==> config.mk <==
export PLATFORM = sky130hd
export DESIGN_NAME = div_wb_arbiter_flat
export DESIGN_NICKNAME = d
export VERILOG_FILES = /design/src/rtl/div_wb_arbiter_if.sv /design/src/rtl/div_wb_arbiter.sv /design/src/flat_wrapper.sv
export SDC_FILE = /design/constraint.sdc
export NUM_CORES = 1
export LEC_CHECK = 0
export CORE_MARGIN = 5
export CORE_UTILIZATION = 39
export CTS_CLUSTER_DIAMETER = 40
export CTS_CLUSTER_SIZE = 30
export DETAILED_ROUTE_END_ITERATION = 10
export GPL_ROUTABILITY_DRIVEN = 0
export REMOVE_ABC_BUFFERS = 1
export SYNTH_ARGS = -nofsm -noshare
export SYNTH_HDL_FRONTEND = slang
export SYNTH_SLANG_ARGS = --single-unit
==> constraint.sdc <==
create_clock -name clk -period 9.4 [get_ports clk]
set_clock_uncertainty 0.05 [all_clocks]
set_input_delay 1.88 -clock clk [delete_from_list [all_inputs] [get_ports clk]]
set_output_delay 1.88 -clock clk [all_outputs]
set_load 0.02 [all_outputs]
==> src/rtl/div_wb_arbiter_if.sv <==
// Writeback-merge bus: ALU and divider result streams in, register-file write port and FIFO status out.
// Latency: n/a (signal bundle only).
// Backpressure: none; the divider side relies on div_full/pend_cnt for upstream stalling. Optional DIV_WB_FWD_EN adds fwd_* signals.
interface div_wb_arbiter_if #(
    parameter int CNT_W = 2
);
    logic             alu_wb_valid;
    logic [4:0]       alu_wb_rd;
    logic [63:0]      alu_wb_data;
    logic             div_valid;
    logic [4:0]       div_rd;
    logic [63:0]      div_data;
    logic             wb_en;
    logic [4:0]       wb_rd;
    logic [63:0]      wb_data;
    logic             div_full;
    logic [CNT_W-1:0] pend_cnt;
    logic             div_ovf;
`ifdef DIV_WB_FWD_EN
    logic [4:0]       fwd_rd;
    logic             fwd_hit;
    logic [63:0]      fwd_data;
`endif

    // Arbiter side
    modport slave (
`ifdef DIV_WB_FWD_EN
        input  fwd_rd,
        output fwd_hit, fwd_data,
`endif
        input  alu_wb_valid, alu_wb_rd, alu_wb_data,
        input  div_valid, div_rd, div_data,
        output wb_en, wb_rd, wb_data,
        output div_full, pend_cnt, div_ovf
    );

    // Producer / consumer side
    modport master (
`ifdef DIV_WB_FWD_EN
        output fwd_rd,
        input  fwd_hit, fwd_data,
`endif
        output alu_wb_valid, alu_wb_rd, alu_wb_data,
        output div_valid, div_rd, div_data,
        input  wb_en, wb_rd, wb_data,
        input  div_full, pend_cnt, div_ovf
    );
endinterface

==> src/rtl/div_wb_arbiter.sv <==
// Merges ALU and divider results onto one register-file write port; ALU wins, colliding divider results park in a FIFO.
// Latency: 1 cycle from selection to wb_*; divider results retire in arrival order.
// Backpressure: none accepted; a divider result arriving with the FIFO full and no pop is dropped and div_ovf sticks. Optional macro DIV_WB_FWD_EN adds a parked-result forwarding search.
module div_wb_arbiter #(
    parameter int DEPTH = 2,
    parameter int CNT_W = 2
) (
    input logic             clk,
    input logic             rst_n,
    div_wb_arbiter_if.slave bus
);
    localparam int PTR_W = (DEPTH > 1) ? $clog2(DEPTH) : 1;

    typedef struct packed {
        logic [4:0]  rd;
        logic [63:0] data;
    } ent_t;

    ent_t             mem_q [DEPTH];
    logic [PTR_W-1:0] rd_ptr_q, rd_ptr_d;
    logic [PTR_W-1:0] wr_ptr_q, wr_ptr_d;
    logic [CNT_W-1:0] cnt_q, cnt_d;
    logic             wb_en_q, wb_en_d;
    logic [4:0]       wb_rd_q, wb_rd_d;
    logic [63:0]      wb_data_q, wb_data_d;
    logic             ovf_q, ovf_d;

    logic alu_ok, div_ok, fifo_empty, fifo_full;
    logic push_req, push, pop;

    function automatic logic [PTR_W-1:0] ptr_inc(input logic [PTR_W-1:0] p);
        return (p == PTR_W'(DEPTH - 1)) ? '0 : p + 1'b1;
    endfunction

    assign alu_ok     = bus.alu_wb_valid && (bus.alu_wb_rd != 5'd0);
    assign div_ok     = bus.div_valid && (bus.div_rd != 5'd0);
    assign fifo_empty = (cnt_q == '0);
    assign fifo_full  = (cnt_q == CNT_W'(DEPTH));

    // Priority select (ALU > FIFO head > divider bypass) and FIFO bookkeeping
    always_comb begin
        wb_en_d   = 1'b0;
        wb_rd_d   = wb_rd_q;
        wb_data_d = wb_data_q;
        push_req  = 1'b0;
        pop       = 1'b0;
        if (alu_ok) begin
            wb_en_d   = 1'b1;
            wb_rd_d   = bus.alu_wb_rd;
            wb_data_d = bus.alu_wb_data;
            push_req  = div_ok;
        end else if (!fifo_empty) begin
            pop       = 1'b1;
            wb_en_d   = 1'b1;
            wb_rd_d   = mem_q[rd_ptr_q].rd;
            wb_data_d = mem_q[rd_ptr_q].data;
            push_req  = div_ok;
        end else if (div_ok) begin
            // Bypass only with an empty FIFO, so arrival order is preserved
            wb_en_d   = 1'b1;
            wb_rd_d   = bus.div_rd;
            wb_data_d = bus.div_data;
        end
        // A full FIFO still accepts a push when the head leaves in the same cycle
        push     = push_req && (!fifo_full || pop);
        ovf_d    = ovf_q || (push_req && !push);
        cnt_d    = cnt_q + CNT_W'(push) - CNT_W'(pop);
        rd_ptr_d = pop  ? ptr_inc(rd_ptr_q) : rd_ptr_q;
        wr_ptr_d = push ? ptr_inc(wr_ptr_q) : wr_ptr_q;
    end

    // Control and writeback registers; reset discards anything queued
    always_ff @(posedge clk or negedge rst_n) begin
        if (!rst_n) begin
            rd_ptr_q  <= '0;
            wr_ptr_q  <= '0;
            cnt_q     <= '0;
            wb_en_q   <= 1'b0;
            wb_rd_q   <= 5'd0;
            wb_data_q <= 64'd0;
            ovf_q     <= 1'b0;
        end else begin
            rd_ptr_q  <= rd_ptr_d;
            wr_ptr_q  <= wr_ptr_d;
            cnt_q     <= cnt_d;
            wb_en_q   <= wb_en_d;
            wb_rd_q   <= wb_rd_d;
            wb_data_q <= wb_data_d;
            ovf_q     <= ovf_d;
        end
    end

    // FIFO storage; contents are only meaningful below cnt_q, so no reset needed
    always_ff @(posedge clk) begin
        if (push) begin
            mem_q[wr_ptr_q] <= '{rd: bus.div_rd, data: bus.div_data};
        end
    end

    assign bus.wb_en    = wb_en_q;
    assign bus.wb_rd    = wb_rd_q;
    assign bus.wb_data  = wb_data_q;
    assign bus.div_full = fifo_full;
    assign bus.pend_cnt = cnt_q;
    assign bus.div_ovf  = ovf_q;

`ifdef DIV_WB_FWD_EN
    logic [PTR_W-1:0] fwd_idx;
    logic             fwd_hit_c;
    logic [63:0]      fwd_data_c;

    // Walk entries oldest to youngest so the youngest match is the one left standing
    always_comb begin
        fwd_idx    = '0;
        fwd_hit_c  = 1'b0;
        fwd_data_c = 64'd0;
        for (int i = 0; i < DEPTH; i++) begin
            fwd_idx = rd_ptr_q + PTR_W'(i);
            if ((CNT_W'(i) < cnt_q) && (bus.fwd_rd != 5'd0) &&
                (mem_q[fwd_idx].rd == bus.fwd_rd)) begin
                fwd_hit_c  = 1'b1;
                fwd_data_c = mem_q[fwd_idx].data;
            end
        end
    end

    assign bus.fwd_hit  = fwd_hit_c;
    assign bus.fwd_data = fwd_data_c;
`endif
endmodule
==> src/flat_wrapper.sv <==
// flat-port wrapper written by rule: the top's interface ports become plain ports
module div_wb_arbiter_flat 
#(
    parameter int DEPTH = 2,
    parameter int CNT_W = 2
)
  (clk, rst_n, bus_alu_wb_valid, bus_alu_wb_rd, bus_alu_wb_data, bus_div_valid, bus_div_rd, bus_div_data, bus_wb_en, bus_wb_rd, bus_wb_data, bus_div_full, bus_pend_cnt, bus_div_ovf);
  div_wb_arbiter_if #(.CNT_W(CNT_W)) bus_i ();
  input logic clk;
  input logic rst_n;
  input wire logic [$bits(bus_i.alu_wb_valid)-1:0] bus_alu_wb_valid;
  input wire logic [$bits(bus_i.alu_wb_rd)-1:0] bus_alu_wb_rd;
  input wire logic [$bits(bus_i.alu_wb_data)-1:0] bus_alu_wb_data;
  input wire logic [$bits(bus_i.div_valid)-1:0] bus_div_valid;
  input wire logic [$bits(bus_i.div_rd)-1:0] bus_div_rd;
  input wire logic [$bits(bus_i.div_data)-1:0] bus_div_data;
  output wire logic [$bits(bus_i.wb_en)-1:0] bus_wb_en;
  output wire logic [$bits(bus_i.wb_rd)-1:0] bus_wb_rd;
  output wire logic [$bits(bus_i.wb_data)-1:0] bus_wb_data;
  output wire logic [$bits(bus_i.div_full)-1:0] bus_div_full;
  output wire logic [$bits(bus_i.pend_cnt)-1:0] bus_pend_cnt;
  output wire logic [$bits(bus_i.div_ovf)-1:0] bus_div_ovf;
  assign bus_i.alu_wb_valid = bus_alu_wb_valid;
  assign bus_i.alu_wb_rd = bus_alu_wb_rd;
  assign bus_i.alu_wb_data = bus_alu_wb_data;
  assign bus_i.div_valid = bus_div_valid;
  assign bus_i.div_rd = bus_div_rd;
  assign bus_i.div_data = bus_div_data;
  assign bus_wb_en = bus_i.wb_en;
  assign bus_wb_rd = bus_i.wb_rd;
  assign bus_wb_data = bus_i.wb_data;
  assign bus_div_full = bus_i.div_full;
  assign bus_pend_cnt = bus_i.pend_cnt;
  assign bus_div_ovf = bus_i.div_ovf;
  div_wb_arbiter #(.DEPTH(DEPTH), .CNT_W(CNT_W)) u_core (.clk(clk), .rst_n(rst_n), .bus(bus_i));
endmodule
==> out/qor_table.md <==
| Result | Reported |
|---|---|
| Nets@finish | 1063 |
| Largest net degree at the start of global routing | 76 |
| Number of buffers on the longest clock path | 3 |
| FF+latch area | 6027 um^2 |
| Number of buffers inserted during clock tree synthesis | 35 |
| Run status | completed |
| Gates resized, CTS repair | 0 |
| Buffers inserted by post-CTS timing repair | 0 |
| Filler Cell Count | 2027 |
| Vertical extent of the die | 165.2 um |
| Synthesis-to-finish area growth | 38.90% |
| Worst-Skew Late Latency | 490 ps |
| Synth Instances | 726 |
| Commonest non-fill, non-tap cells in the layout | sky130_fd_sc_hd__clkdlybuf4s50_1, sky130_fd_sc_hd__edfxtp_1, sky130_fd_sc_hd__mux2i_1, sky130_fd_sc_hd__a21oi_1, sky130_fd_sc_hd__dfrtp_1 |
| Antenna violations before repair | 4 |
| Critical path class | in2reg |
| Mapped Avg Cell Area | 12.94 um^2 |
| Setup repair after global routing missed its margin | false |
| Count of vias placed by the detailed router | 6847 |
| Final standard cell count with taps included and fillers excluded | 1267 |
| Required @ worst endpoint | 9470 ps |
| DRT antenna net count | 0 |
| Register-to-register setup slack | 5450 ps |
| Min-Delay Path Class | reg2reg |
| Worst max-slew margin expressed relative to the limit | 0.2809 |
| Share of post-route cells with drive strength above 1 | 0.09514 |
| DRC marker count from the first detailed-route iteration | 524 |
| Number of buffers inserted by port buffering | 215 |
| DR pass1 iterations | 7 |
| Global-route wire length before repair | 40390 um |
| Kind of end point of the critical path | flip-flop |
| Number of distinct library cells after synthesis | 33 |
| Arr. time, crit path | 4860 ps |
| DRC | 0 |
| Chip Width | 165.2 um |
| Routed met2 length | 12510 um |
| Clock-pin slew on the worst setup and hold paths | 50 ps |
| Routed WL | 26250 um |
| Max-cap violations | 0 |
| Post-layout minimum cycle time | 4792 ps |
| Period utilization | 0.5098 |
| Fmax achieved | 208.7 MHz |
| Core ar. | 23610 um^2 |
| Clock tree root driver cell | sky130_fd_sc_hd__clkbuf_16 |
| Overall overflow remaining after global route | 0 |
| Most common library cell in the layout ignoring fill and taps | sky130_fd_sc_hd__clkdlybuf4s50_1 |
| Netlist Area Pre-Place | 9392 um^2 |
| WL met1 | 11450 um |
| Maximum vdd drop | 0.1852 mV |
| Vias in the first global route | 7156 |
| Initial standard-cell utilization of the core | 0.3977 |
| Routed wirelength normalized by instance count | 20.72 um |
| Number of placed instances, taps included | 1202 |
| Sink Count | 213 |
| Yosys synthesis warning count | 0 |
| Leakage power | 4.857 nW |
| Number of failing setup endpoints in the final timing report | 0 |
| Setup TNS | 0 ps |
| Measured slew at the worst slew-check pin | 1079 ps |
| CTS Hold Buffers Added | 0 |
| Total power per unit cell area | 337.6 nW/um^2 |
| Highest fanout seen on the critical path | 41 |
| Die area | 27280 um^2 |
| Number of I/O pins | 216 |
| Synthesized flop and latch total | 213 |
| Via/cell ratio | 5.404 |
| Count of final hold-check violations | 0 |
| Nature of the critical path startpoint | input pin |
| Sequential share of the synthesized area | 0.6411 |
| Area of combinational cells with multiple inputs | 3098 um^2 |
| Estimated wirelength of the detail-placed design | 15610 um |
| Fin. max-slew vios | 0 |
| Wire length on met3 | 1796 um |
| Count of standard-cell rows | 56 |
| Overall Global Routing Usage | 0.1895 |
| TritonCTS clock tree | yes |
| H-tree depth | 2 |
| Top routing layer used | met5 |
area by class of cell:
cell class | instances | share of cell area
Timing Repair Buffer | 226 | 0.1711
Antenna cell | 2 | 0.0003837
Multi-Input combinational cell | 442 | 0.2375
Inverter | 2 | 0.0005755
Clock inverter | 25 | 0.02657
Tap cell | 319 | 0.03060
Clock buffer | 38 | 0.07126
Sequential cell | 213 | 0.4620
worst max-delay path, cell delays in order:
cell and delay [ps]:
sky130_fd_sc_hd__clkdlybuf4s50_1 470, sky130_fd_sc_hd__nor3_1 480, sky130_fd_sc_hd__mux2i_1 290, sky130_fd_sc_hd__nand3_1 300, sky130_fd_sc_hd__nor2_4 790, sky130_fd_sc_hd__buf_4 620
cell families after synthesis:
family,share of synthesized area
DFF,0.6411
xor gates and xnor gates,0.004664
and+or+nand+nor,0.09459
adders and majority gates,0.001332
AOI/OAI and AO/OA,0.08034
muxes,0.1444
buffers and inverters,0.03357
final timing paths:
check / startpoint / end / cells past startpoint
worst max-delay path: bus_alu_wb_rd[2] / u_core.mem_q[1][29]$_DFFE_PP_ / 6
worst min-delay path: u_core.bus.div_ovf$_DFF_PN0_ / u_core.bus.div_ovf$_DFF_PN0_ / 1
worst max register to register: u_core.bus.pend_cnt[0]$_DFF_PN0_ / u_core.mem_q[1][29]$_DFFE_PP_ / 6
worst min register to register: u_core.bus.div_ovf$_DFF_PN0_ / u_core.bus.div_ovf$_DFF_PN0_ / 1
max in group asynchronous: rst_n / u_core.rd_ptr_q$_DFFE_PN0P_ / 1
min in group asynchronous: rst_n / u_core.bus.wb_rd[4]$_DFFE_PN0P_ / 1
flip-flops by register name, summed over array words and instances, names as in the netlist:
register	cells
u_core.bus.wb_en	1
u_core.bus.wb_data	64
u_core.bus.pend_cnt	2
u_core.mem_q	138
u_core.rd_ptr_q	1
u_core.wr_ptr_q	1
u_core.bus.div_ovf	1
u_core.bus.wb_rd	5
through the flow:
step           setup slack, ps  hold slack, ps  cell area [um^2]  utilization  total power, mW
2_1_floorplan             1386           418.1              9084            -            2.399
3_3_place_gp              4086           416.6             11760       0.4982            3.053
3_5_place_dp              4050           408.4             11760       0.4982            3.065
4_1_cts                   4561           433.5             13040       0.5522            4.456
5_1_grt                   4368           445.8             13050       0.5525            4.639
6_report                  4608           437.5             13050       0.5525            4.405
synth_stat cells (all sizes together):
cell     count  area (um^2)
and3b        1        8.760
or2          2        12.51
o31ai        3        22.52
or4          1        11.26
xnor2        2        17.52
nor2b        5        31.28
a31o         1        8.760
nand2        5        18.77
edfxtp     138         4144
a211oi       3        22.52
inv          2        7.510
or3          1        6.260
clkbuf      51        191.4
nor2         8        30.03
a21boi       1        7.510
a31oi        1        6.260
a21oi      129        645.6
nand4b       2        17.52
buf         18        116.4
mux2i      131         1311
a22o         1        8.760
xor2         3        26.28
nor4        65        406.6
o41ai        1        16.27
ha           1        12.51
mux2         4        45.04
dfrtp       75         1877
nor3        67        335.3
o21a         1        7.510
a2bb2oi      1        8.760
nand3        2        10.01
metal layers:
layer  vias to the layer above  GRT usage
met3                        39    0.04219
met4                         4    0.05784
met5                         -          0
li1                       3208          -
met1                      3359     0.2574
met2                       237     0.3051
report_power, final:
group,total (mW),internal [mW],leakage [nW],switching [mW]
combinational,1.51,0.651,2.11,0.858
sequential,1.52,1.32,2.13,0.203
clock,1.37,0.917,0.613,0.457
No activity file was read; power rests on OpenSTA's default activity.
